<file path="config.mk">
export PLATFORM = sky130hd
export DESIGN_NAME = comparador_serial_ctrl_flat
export DESIGN_NICKNAME = d
export VERILOG_FILES = /design/src/rtl/comparador_serial_ctrl_if.sv /design/src/rtl/comparador_serial_ctrl.sv /design/src/flat_wrapper.sv
export SDC_FILE = /design/constraint.sdc
export NUM_CORES = 1
export LEC_CHECK = 0
export CELL_PAD_IN_SITES_DETAIL_PLACEMENT = 0
export CELL_PAD_IN_SITES_GLOBAL_PLACEMENT = 1
export CORE_MARGIN = 1.5
export CORE_UTILIZATION = 38
export DETAILED_ROUTE_END_ITERATION = 10
export GPL_TIMING_DRIVEN = 0
export PLACE_DENSITY = 0.89
export REMOVE_ABC_BUFFERS = 1
export SLEW_MARGIN = 20
export SYNTH_ARGS = -nofsm -noshare
export SYNTH_HDL_FRONTEND = slang
export SYNTH_SLANG_ARGS = --single-unit
</file>
<file path="constraint.sdc">
create_clock -name clk -period 2.78 [get_ports clk]
set_clock_uncertainty 0.15 [all_clocks]
set_input_delay 0.556 -clock clk [delete_from_list [all_inputs] [get_ports clk]]
set_output_delay 0.556 -clock clk [all_outputs]
set_load 0.01 [all_outputs]
</file>
<file path="src/rtl/comparador_serial_ctrl_if.sv">
// Handshake and operand bus for the bit-serial comparator sequencer.
//   start, dir, A, B : request side, driven by the operand/requester logic (master)
//   busy, done, Z, eq, bit_idx : status/result side, driven by the sequencer (slave)
interface comparador_serial_ctrl_if #(
  parameter int unsigned WIDTH = 8,
  parameter int unsigned IDXW  = $clog2(WIDTH)
);
  logic             start;
  logic             dir;
  logic [WIDTH-1:0] A;
  logic [WIDTH-1:0] B;
  logic             busy;
  logic             done;
  logic             Z;
  logic             eq;
  logic [IDXW-1:0]  bit_idx;

  modport master (
    output start, dir, A, B,
    input  busy, done, Z, eq, bit_idx
  );

  modport slave (
    input  start, dir, A, B,
    output busy, done, Z, eq, bit_idx
  );
endinterface

</file>
<file path="src/rtl/comparador_serial_ctrl.sv">
// Sequencer for the bit-serial magnitude comparator cell.
// Captures A/B/dir on an accepted start, then evaluates one bit pair per clock,
// LSB first (dir=0, recurrence X = a&~b | x&~b | x&a) or MSB first (dir=1,
// first differing bit decides). Publishes active-low "A > B" flag Z and eq.
// Ports:
//   clk   : system clock, rising edge
//   reset : synchronous, active-high
//   bus   : slave side of comparador_serial_ctrl_if
//           (start/dir/A/B in; busy/done/Z/eq/bit_idx out, all registered)
module comparador_serial_ctrl #(
  parameter int unsigned WIDTH = 8,
  parameter int unsigned IDXW  = $clog2(WIDTH)
) (
  input logic                      clk,
  input logic                      reset,
  comparador_serial_ctrl_if.slave  bus
);

  localparam logic [IDXW-1:0] LastIdx = IDXW'(WIDTH - 1);

  typedef enum logic [1:0] {StIdle, StShift, StDone} state_e;

  state_e           state_q;
  logic [WIDTH-1:0] a_sh_q, b_sh_q;
  logic             dir_sh_q;
  logic             x_q, gt_q, lt_q, eq_acc_q;
  logic [IDXW-1:0]  count_q, bit_idx_q;
  logic             busy_q, done_q, z_q, eq_q;

  logic a_bit, b_bit;
  logic x_d, gt_d, lt_d, eq_acc_d;

  // Next values of the accumulators for the bit pair under evaluation. The
  // final result registers sample these directly so Z/eq are valid in DONE.
  always_comb begin
    a_bit    = a_sh_q[bit_idx_q];
    b_bit    = b_sh_q[bit_idx_q];
    x_d      = (a_bit & ~b_bit) | (x_q & ~b_bit) | (x_q & a_bit);
    gt_d     = gt_q;
    lt_d     = lt_q;
    // MSB first: the first differing bit freezes the verdict.
    if (!gt_q && !lt_q) begin
      gt_d = a_bit & ~b_bit;
      lt_d = ~a_bit & b_bit;
    end
    eq_acc_d = eq_acc_q & ~(a_bit ^ b_bit);
  end

  always_ff @(posedge clk) begin
    if (reset) begin
      state_q   <= StIdle;
      a_sh_q    <= '0;
      b_sh_q    <= '0;
      dir_sh_q  <= 1'b0;
      x_q       <= 1'b0;
      gt_q      <= 1'b0;
      lt_q      <= 1'b0;
      eq_acc_q  <= 1'b0;
      count_q   <= '0;
      bit_idx_q <= '0;
      busy_q    <= 1'b0;
      done_q    <= 1'b0;
      z_q       <= 1'b1;
      eq_q      <= 1'b0;
    end else begin
      unique case (state_q)
        StIdle: begin
          done_q <= 1'b0;
          if (bus.start) begin
            a_sh_q    <= bus.A;
            b_sh_q    <= bus.B;
            dir_sh_q  <= bus.dir;
            x_q       <= 1'b0;
            gt_q      <= 1'b0;
            lt_q      <= 1'b0;
            eq_acc_q  <= 1'b1;
            count_q   <= '0;
            bit_idx_q <= bus.dir ? LastIdx : '0;
            busy_q    <= 1'b1;
            state_q   <= StShift;
          end
        end
        StShift: begin
          x_q      <= x_d;
          gt_q     <= gt_d;
          lt_q     <= lt_d;
          eq_acc_q <= eq_acc_d;
          count_q  <= count_q + IDXW'(1);
          if (count_q == LastIdx) begin
            // Final bit: bit_idx stays at its end point instead of wrapping.
            state_q <= StDone;
            done_q  <= 1'b1;
            z_q     <= dir_sh_q ? ~gt_d : ~x_d;
            eq_q    <= eq_acc_d;
          end else if (dir_sh_q) begin
            bit_idx_q <= bit_idx_q - IDXW'(1);
          end else begin
            bit_idx_q <= bit_idx_q + IDXW'(1);
          end
        end
        StDone: begin
          // start is deliberately ignored here; it is not queued.
          done_q  <= 1'b0;
          busy_q  <= 1'b0;
          state_q <= StIdle;
        end
        default: begin
          state_q <= StIdle;
          busy_q  <= 1'b0;
          done_q  <= 1'b0;
        end
      endcase
    end
  end

  assign bus.busy    = busy_q;
  assign bus.done    = done_q;
  assign bus.Z       = z_q;
  assign bus.eq      = eq_q;
  assign bus.bit_idx = bit_idx_q;

endmodule
</file>
<file path="src/flat_wrapper.sv">
// flat-port wrapper written by rule: the top's interface ports become plain ports
module comparador_serial_ctrl_flat 
#(
  parameter int unsigned WIDTH = 8,
  parameter int unsigned IDXW  = $clog2(WIDTH)
)
  (clk, reset, bus_start, bus_dir, bus_A, bus_B, bus_busy, bus_done, bus_Z, bus_eq, bus_bit_idx);
  comparador_serial_ctrl_if #(.WIDTH(WIDTH), .IDXW(IDXW)) bus_i ();
  input logic clk;
  input logic reset;
  input wire logic [$bits(bus_i.start)-1:0] bus_start;
  input wire logic [$bits(bus_i.dir)-1:0] bus_dir;
  input wire logic [$bits(bus_i.A)-1:0] bus_A;
  input wire logic [$bits(bus_i.B)-1:0] bus_B;
  output wire logic [$bits(bus_i.busy)-1:0] bus_busy;
  output wire logic [$bits(bus_i.done)-1:0] bus_done;
  output wire logic [$bits(bus_i.Z)-1:0] bus_Z;
  output wire logic [$bits(bus_i.eq)-1:0] bus_eq;
  output wire logic [$bits(bus_i.bit_idx)-1:0] bus_bit_idx;
  assign bus_i.start = bus_start;
  assign bus_i.dir = bus_dir;
  assign bus_i.A = bus_A;
  assign bus_i.B = bus_B;
  assign bus_busy = bus_i.busy;
  assign bus_done = bus_i.done;
  assign bus_Z = bus_i.Z;
  assign bus_eq = bus_i.eq;
  assign bus_bit_idx = bus_i.bit_idx;
  comparador_serial_ctrl #(.WIDTH(WIDTH), .IDXW(IDXW)) u_core (.clk(clk), .reset(reset), .bus(bus_i));
endmodule
</file>
==> flow_summary_export.csv <==
group,metric,value,unit
global_routing,grt_pass1_wl,5110,um
synthesis,synth_top_family_by_area,"simple AND/OR/NAND/NOR gates",
synthesis,ys_warn_count,0,
sta,achievable-frequency,405,MHz
clocking,htreeDepth,2,
critical_path,crit_path_cell_trace,"mux4_1 > mux2i_2 > ha_1 > nand2b_1 > a31oi_1 > o21ai_0 > a211o_1",
global_routing,grt_antenna_before_repair,0,
clocking,cts_root_buffer,"clkbuf_8",
die,row_count,22,
global_routing,grt-ovfl-total,0,
power_and_ir_drop,p_clk_frac,0.335,
global_routing,gr-usage-met2,0.269,
synthesis,post_synth_fa_ha_maj_area_fraction,0.0481,
sta,grt_setup_unrepaired,"no",
placement,place_hpwl,2050,um
synthesis,synth_simple_gate_area_share,0.191,
placement,place.port_buffers,26,
synthesis,netlist_area,1460,um^2
die,chipWidth,64.9,um
hold_path,hold_critical_path_endpoint,"u_core.b_sh_q[1]",
synthesis,yosysUniqueCellTypes,30,
sta,setup_viol,0,
power_and_ir_drop,static-leakage-power,0.684,nW
placement,placed_area,1730,um^2
sta,timing_hold_violations_final,0,
synthesis,synth_compound_gate_area_share,0.157,
route,drc_errors,0,
critical_path,critical_path.endpoint_type,"flop",
sta,timing.hold.ws,0.299,ns
power_and_ir_drop,share_seq_of_total_power,0.503,
power_and_ir_drop,power.share.combinational,0.162,
route,detail_route.wl_per_cell,12.3,um
clocking,cts.path.max_buffers,2,
sta,slew-limit-headroom,0.469,
synthesis,gate_count_post_synth,169,
synthesis,synth.avg_cell_area,8.63,um^2
cells_and_area,most_common_cell_after_layout_fill_and_taps_aside,"nand2_1",
power_and_ir_drop,netSwitchingFraction,0.251,
global_routing,global_route.usage.total,0.161,
global_routing,vias_in_the_first_global_route,1206,
global_routing,grt_most_used_layer,"met2",
clocking,tritoncts.num_buffers,5,
route,postRouteAntennaNets,0,
synthesis,postSynth.asyncResetShare,0,
critical_path,critical_path_peak_fanout,8,
die,initial_utilization,0.398,
global_routing,gr-usage-met3,0.0712,
hold_path,depth_of_the_worst_hold_timing_path,2,
synthesis,synth-seq-area-share,0.453,
route,drt-initial-drc-count,40,
critical_path,crit_path_max_incr_delay,0.60,ns
route,drt-total-wl,2950,um
critical_path,category_of_cells_accounting_for_the_largest_share_of_critical_path_delay,"multiplexers",
critical_path,r2r.worst_path.cells,7,
critical_path,worst-setup-path-type,"reg -> reg",
power_and_ir_drop,power.internal,0.000784,W
route,drt_first_pass_iters,5,
sta,crit_share_post_route,0.889,
die,design.core.area,3660,um^2
power_and_ir_drop,power_per_cell_area,576,nW/um^2
synthesis,yosys_register_bits,33,
cells_and_area,share_of_layout_cells_above_drive_strength_1,0.0681,
die,dieHeight,64.9,um
global_routing,met1_usage,0.179,
cells_and_area,synthToLayoutAreaGrowth,24.7,%
power_and_ir_drop,netSwitchingPower,0.000263,W
clocking,hold_buffers,0,
sta,worst_margin_pin_slew,0.796,ns
hold_path,min-delay-start,"u_core.b_sh_q[1]",
power_and_ir_drop,p_total,0.00105,W
critical_path,worst_r2r_startpoint,"u_core.bus.bit_idx[0]",
clocking,clk-insertion-delay-late,0.28,ns
synthesis,ys_dominant_reg_cell,"dfxtp_1",
critical_path,worst_reg2reg_setup_slack,0.31,ns
route,via_count,1209,
sta,slew_violations,0,
global_routing,grt_max_degree,34,
sta,fin_tns_setup,0,ns
flow_run,maxCapViolCount,0,
hold_path,worstHoldPathType,"reg -> reg",
critical_path,slowest_stage,"mux4_1",
die,ios,27,
cells_and_area,design.final.nets,216,
cells_and_area,layout.cells.most_common_list,"nand2_1, dfxtp_1, a21oi_1, clkdlybuf4s50_1, nor2_1",
route,avgViaCountPerCell,5.06,
die,dieArea,4220,um^2
sta,period_minus_slack,2.47,ns
critical_path,critPathBufInv,0,
power_and_ir_drop,maximum_resistive_drop_on_vdd,0.363,mV
synthesis,post_synth_edffs,0,
clocking,clkSlewWorstSetupHoldPaths,0.06,ns
critical_path,r2r_end,"u_core.bus.Z",
synthesis,multiplexer_area_fraction_after_synthesis,0.0867,
clocking,cts_tree,"built",
placement,placer_s_final_routability_congestion_estimate,0.761,
critical_path,critPathLaunchType,"flop",
cells_and_area,design_area,1820,um^2
critical_path,worst-endpoint-arrival,2.49,ns
outcome,outcome,"finished, final reports clean",
clocking,clkSinkCount,33,
critical_path,worstPathRequired,2.80,ns
synthesis,yosys.area_share.xor_xnor,0.0120,
cells_and_area,n_diodes,0,
==> per-stage QoR <==
stage          worst slack [ns]   util  instances
4_1_cts                   0.156  0.496        239
5_1_grt                   0.152  0.497        239
3_5_place_dp             0.0549  0.472        232
6_report                  0.309  0.497        239
2_1_floorplan             0.427      -        158
3_3_place_gp             0.0931  0.472        232
==> logic make-up after synthesis <==
family	Yosys count
AO/OA/AOI/OAI	40
XOR/XNOR	2
adder cells (fa/ha/maj)	5
buffers and inverters	18
flip-flops	33
multiplexers	6
AND/OR/NAND/NOR	65
==> worst register-to-register path, stage by stage, from the launching register on <==
cell and delay [ns]:
dfxtp_2 0.47, mux4_1 0.60, mux2i_2 0.29, ha_1 0.27, nand2b_1 0.10, a31oi_1 0.18, o21ai_0 0.09, a211o_1 0.23
==> cell usage after synthesis (all sizes together) (2+ instances only) <==
master / number / area, um^2
nor3: 4 / 20.0
o21ai: 4 / 20.0
a21oi: 27 / 135
clkbuf: 10 / 37.5
dfxtp: 33 / 661
nor2: 10 / 37.5
nand3: 2 / 10.0
xnor2: 2 / 17.5
nand2: 42 / 158
nand2b: 2 / 12.5
inv: 7 / 26.3
mux4: 4 / 97.6
ha: 4 / 50.1
a211o: 3 / 26.3
==> sequential cells by signal (all words and copies together), names as in the netlist, 2 cells and up <==
name	count
u_core.count_q	3
u_core.state_q	2
u_core.a_sh_q	8
u_core.b_sh_q	8
u_core.bus.bit_idx	3
==> cell type report <==
type / count / area (um^2)
well taps: 48 / 60.1
clock buffers: 7 / 86.3
fillers: 348 / 1840
inverters: 7 / 26.3
flip-flops and latches: 33 / 662
multi-input cells: 118 / 728
repair buffers: 26 / 255
==> worst max path at each step <==
stage / slack (ns) / to / start / depth (start not counted)
finish: 0.31 / u_core.bus.Z / u_core.bus.bit_idx[0] / 7
CTS: 0.16 / u_core.bus.Z / u_core.bus.bit_idx[0] / 7
global placement: 0.09 / u_core.bus.bit_idx[1] / bus_start / 5
detailed placement: 0.05 / u_core.bus.bit_idx[1] / bus_start / 5
global route: 0.15 / u_core.bus.Z / u_core.bus.bit_idx[0] / 7
floorplan: 0.43 / u_core.bus.Z / u_core.bus.bit_idx[0] / 7
==> power groups by stage <==
stage / logic, W / registers, W / clock network [W]
3_3_place_gp: 0.000163 / 0.000535 / 0
6_report: 0.000170 / 0.000527 / 0.000351
5_1_grt: 0.000188 / 0.000531 / 0.000387
2_1_floorplan: 0.0000986 / 0.000532 / 0
4_1_cts: 0.000171 / 0.000526 / 0.000362
3_5_place_dp: 0.000170 / 0.000536 / 0
==> layer usage <==
metal,vias to the layer above,share of wire
li1,615,-
met4,0,0.013
met2,30,0.49
met5,-,0
met1,559,0.45
met3,5,0.054
==> repair_timing <==
action | CTS | global route
setup buffers | 0 | 0
endpoints found under the setup margin | 0 | 1
resized for setup | 0 | 1
No activity file was read; power rests on OpenSTA's default activity.
==> edit: new RTL, same flow settings <==
`WIDTH` is set to 8 in 3 places; all go to 16.
--- a/src/rtl/comparador_serial_ctrl_if.sv
+++ b/src/rtl/comparador_serial_ctrl_if.sv
@@ -3,5 +3,5 @@
 //   busy, done, Z, eq, bit_idx : status/result side, driven by the sequencer (slave)
 interface comparador_serial_ctrl_if #(
-  parameter int unsigned WIDTH = 8,
+  parameter int unsigned WIDTH = 16,
   parameter int unsigned IDXW  = $clog2(WIDTH)
 );
--- a/src/rtl/comparador_serial_ctrl.sv
+++ b/src/rtl/comparador_serial_ctrl.sv
@@ -9,5 +9,5 @@
 //           (start/dir/A/B in; busy/done/Z/eq/bit_idx out, all registered)
 module comparador_serial_ctrl #(
-  parameter int unsigned WIDTH = 8,
+  parameter int unsigned WIDTH = 16,
   parameter int unsigned IDXW  = $clog2(WIDTH)
 ) (
--- a/src/flat_wrapper.sv
+++ b/src/flat_wrapper.sv
@@ -2,5 +2,5 @@
 module comparador_serial_ctrl_flat 
 #(
-  parameter int unsigned WIDTH = 8,
+  parameter int unsigned WIDTH = 16,
   parameter int unsigned IDXW  = $clog2(WIDTH)
 )
Interface: changed (resized bus_A, bus_B and bus_bit_idx); port bits go from 27 to 44. No check against the original RTL was run, so the function may have changed too.
==> edit against the original RTL <==
  * Sequential cell count grew 18
  * Maximum frequency shrank 3.7%
  * First-iteration DRC count grew to 3.5 times the old value
  * Routed wire length grew 55%
  * Cell area grew 58%
  * Combinational power grew 64%
  * Global-route usage shrank 0.21 points
  * Synthesized area grew 58%
  * Via count grew 56%
  * Sequential power grew 54%
  * Total power grew 42%
  * Setup slack lost 96 ps
  * Largest power group unchanged
  * Count of clock-buffer cells in the layout is the same
==> edit: results (changes against the original RTL) <==
Placement
  • Port bufs: 43 (+65%)
  • Detailed placement HPWL: 3230 µm (+57%)
  • Placed Area: 2790 µm² (+61%)
  • Dpl ws: -186 ps (-241 ps)
  • GP Congestion: 0.751 (-1.3%)

Detailed routing
  • DR iter-0 viols: 139 (+250%)
  • Vias per cell: 4.90 (-3.2%)
  • Detailed Route WL: 4570 µm (+55%)
  • Drt pass-1 iters: 4 (-1)

Synth
  • Yosys cell types: 34 (+13%)
  • Register area share after synthesis: 44.4% (-0.90 points)
  • Synth warn: 0 (unchanged)
  • Commonest cells post-synth: nand2_1, dfxtp_1, a21oi_1, nor2_1, clkbuf_1
  • Most area-consuming cells after synthesis: dfxtp_1, nand2_1, a21oi_1, mux4_1, nor2_1

Worst setup path
  • R2R cell count: 9 (+2)
  • FF-to-FF setup slack: 210 ps (-100 ps)
  • Worst r2r dst: u_core.bus.Z
  • Worst Setup Path Type: reg -> reg
  • Worst r2r src: u_core.bus.bit_idx[0]
  • Critical path data arrival time: 2590 ps (+100 ps)
  • Crit path max fanout: 15 (+7)

Clocking
  • CTS H-tree lvls: 2 (unchanged)
  • Root Driver: clkbuf_8
  • Clk Latency, worst-skew pair: about 290 ps
  • CTS resizes: 1 (+1)
  • Clock slew at reported path FFs: 80 ps (+20 ps)

Floorplan
  • Core box area: 5890 µm² (+61%)

Cells and area
  • Design Area, Final: 2880 µm² (+58%)
  • Fillcell total: 613 (+76%)
  • Final #Nets: 351 (+63%)
  • Layout cells sized above 1: 6.13% (-0.68 points)
  • Largest registers: u_core.a_sh_q: 16 flops, u_core.b_sh_q: 16 flops

Worst hold path
  • Hold path start: u_core.b_sh_q[8]
  • Hold Path Class: reg -> reg
  • Hold EP: u_core.b_sh_q[8]
  • Hold depth: 2 (unchanged)

Global routing
  • Largest net degree at the start of global routing: 27 (-21%)
  • Antenna violations before repair: 0 (unchanged)
  • Global-route wire length before repair: 7970 µm (+56%)
  • Vias in the first global route: 1722 (+43%)
  • Gr usage total: 15.8% (-0.21 points)

STA
  • Relative slew margins: 51.1% (+4.2 points)
  • Fin crit period: 2570 ps (+95.6 ps)
  • Hold violation total from the final report: 0 (unchanged)

Power
  • Peak supply drop: 0.000231 V (-36%)
  • Leakage: 1.08 nW (+57%)

Run status
  • Status: finished clean
==> edit: cell types whose count changed after synthesis, moves of 3 or more <==
cell / delta
nand2_1: +28
o21ai_0: -3
a211o_1: -3
dfxtp_1: +18
a21oi_1: +20
mux2i_1: +7
a211oi_1: +3
o21ai_1: +4
nor2_1: +9
clkbuf_1: +4
==> edit: where the power goes <==
| part | switching [W] | total (W) | internal, W |
|---|---|---|---|
| clock network | 0.000220 | 0.000397 | 0.000177 |
| registers | 0.0000376 | 0.000810 | 0.000773 |
| logic | 0.000135 | 0.000278 | 0.000143 |
==> edit: cells by family (layout without fill, tap and decap cells) <==
group | Yosys count | in the layout | share of synthesized area (%)
buffers and inverters | 27 | 64 | 5.55
DFF | 51 | 51 | 44.4
adders and majority gates | 6 | 6 | 3.59
muxes | 14 | 14 | 10.1
and+or+nand+nor | 109 | 109 | 20.0
xor gates and xnor gates | 2 | 2 | 0.762
AOI/OAI and AO/OA | 64 | 64 | 15.6
==> edit: final cells by class <==
type,instances,area share [%]
flip-flops and latches,51,35.6
clock buffers,7,2.65
multi-input cells,195,40.2
clock inverters,1,0.174
well taps,75,3.26
inverters,9,1.17
repair buffers,47,16.9
==> edit: stage by stage <==
| stage | hold slack, ps | std cells |
|---|---|---|
| floorplan | 275 | 255 |
| detailed placement | 295 | 377 |
| global route | 326 | 385 |
| CTS | 307 | 385 |
| global placement | 288 | 373 |
| finish | 305 | 385 |
==> edit: critical path, stage by stage, from the launching register on <==
cell	delay (ps)
dfxtp_4	510
mux4_1	600
mux2i_1	140
mux2_2	210
ha_1	240
nand2b_1	70
a31oi_1	160
nor2_1	60
a211oi_1	210
o21ai_1	90
==> edit: routing by layer <==
layer	GRT usage, %	share of wire, %
met1	22.1	50
met3	2.70	3.8
met2	25.0	45
met4	5.17	1.1
met5	0	0
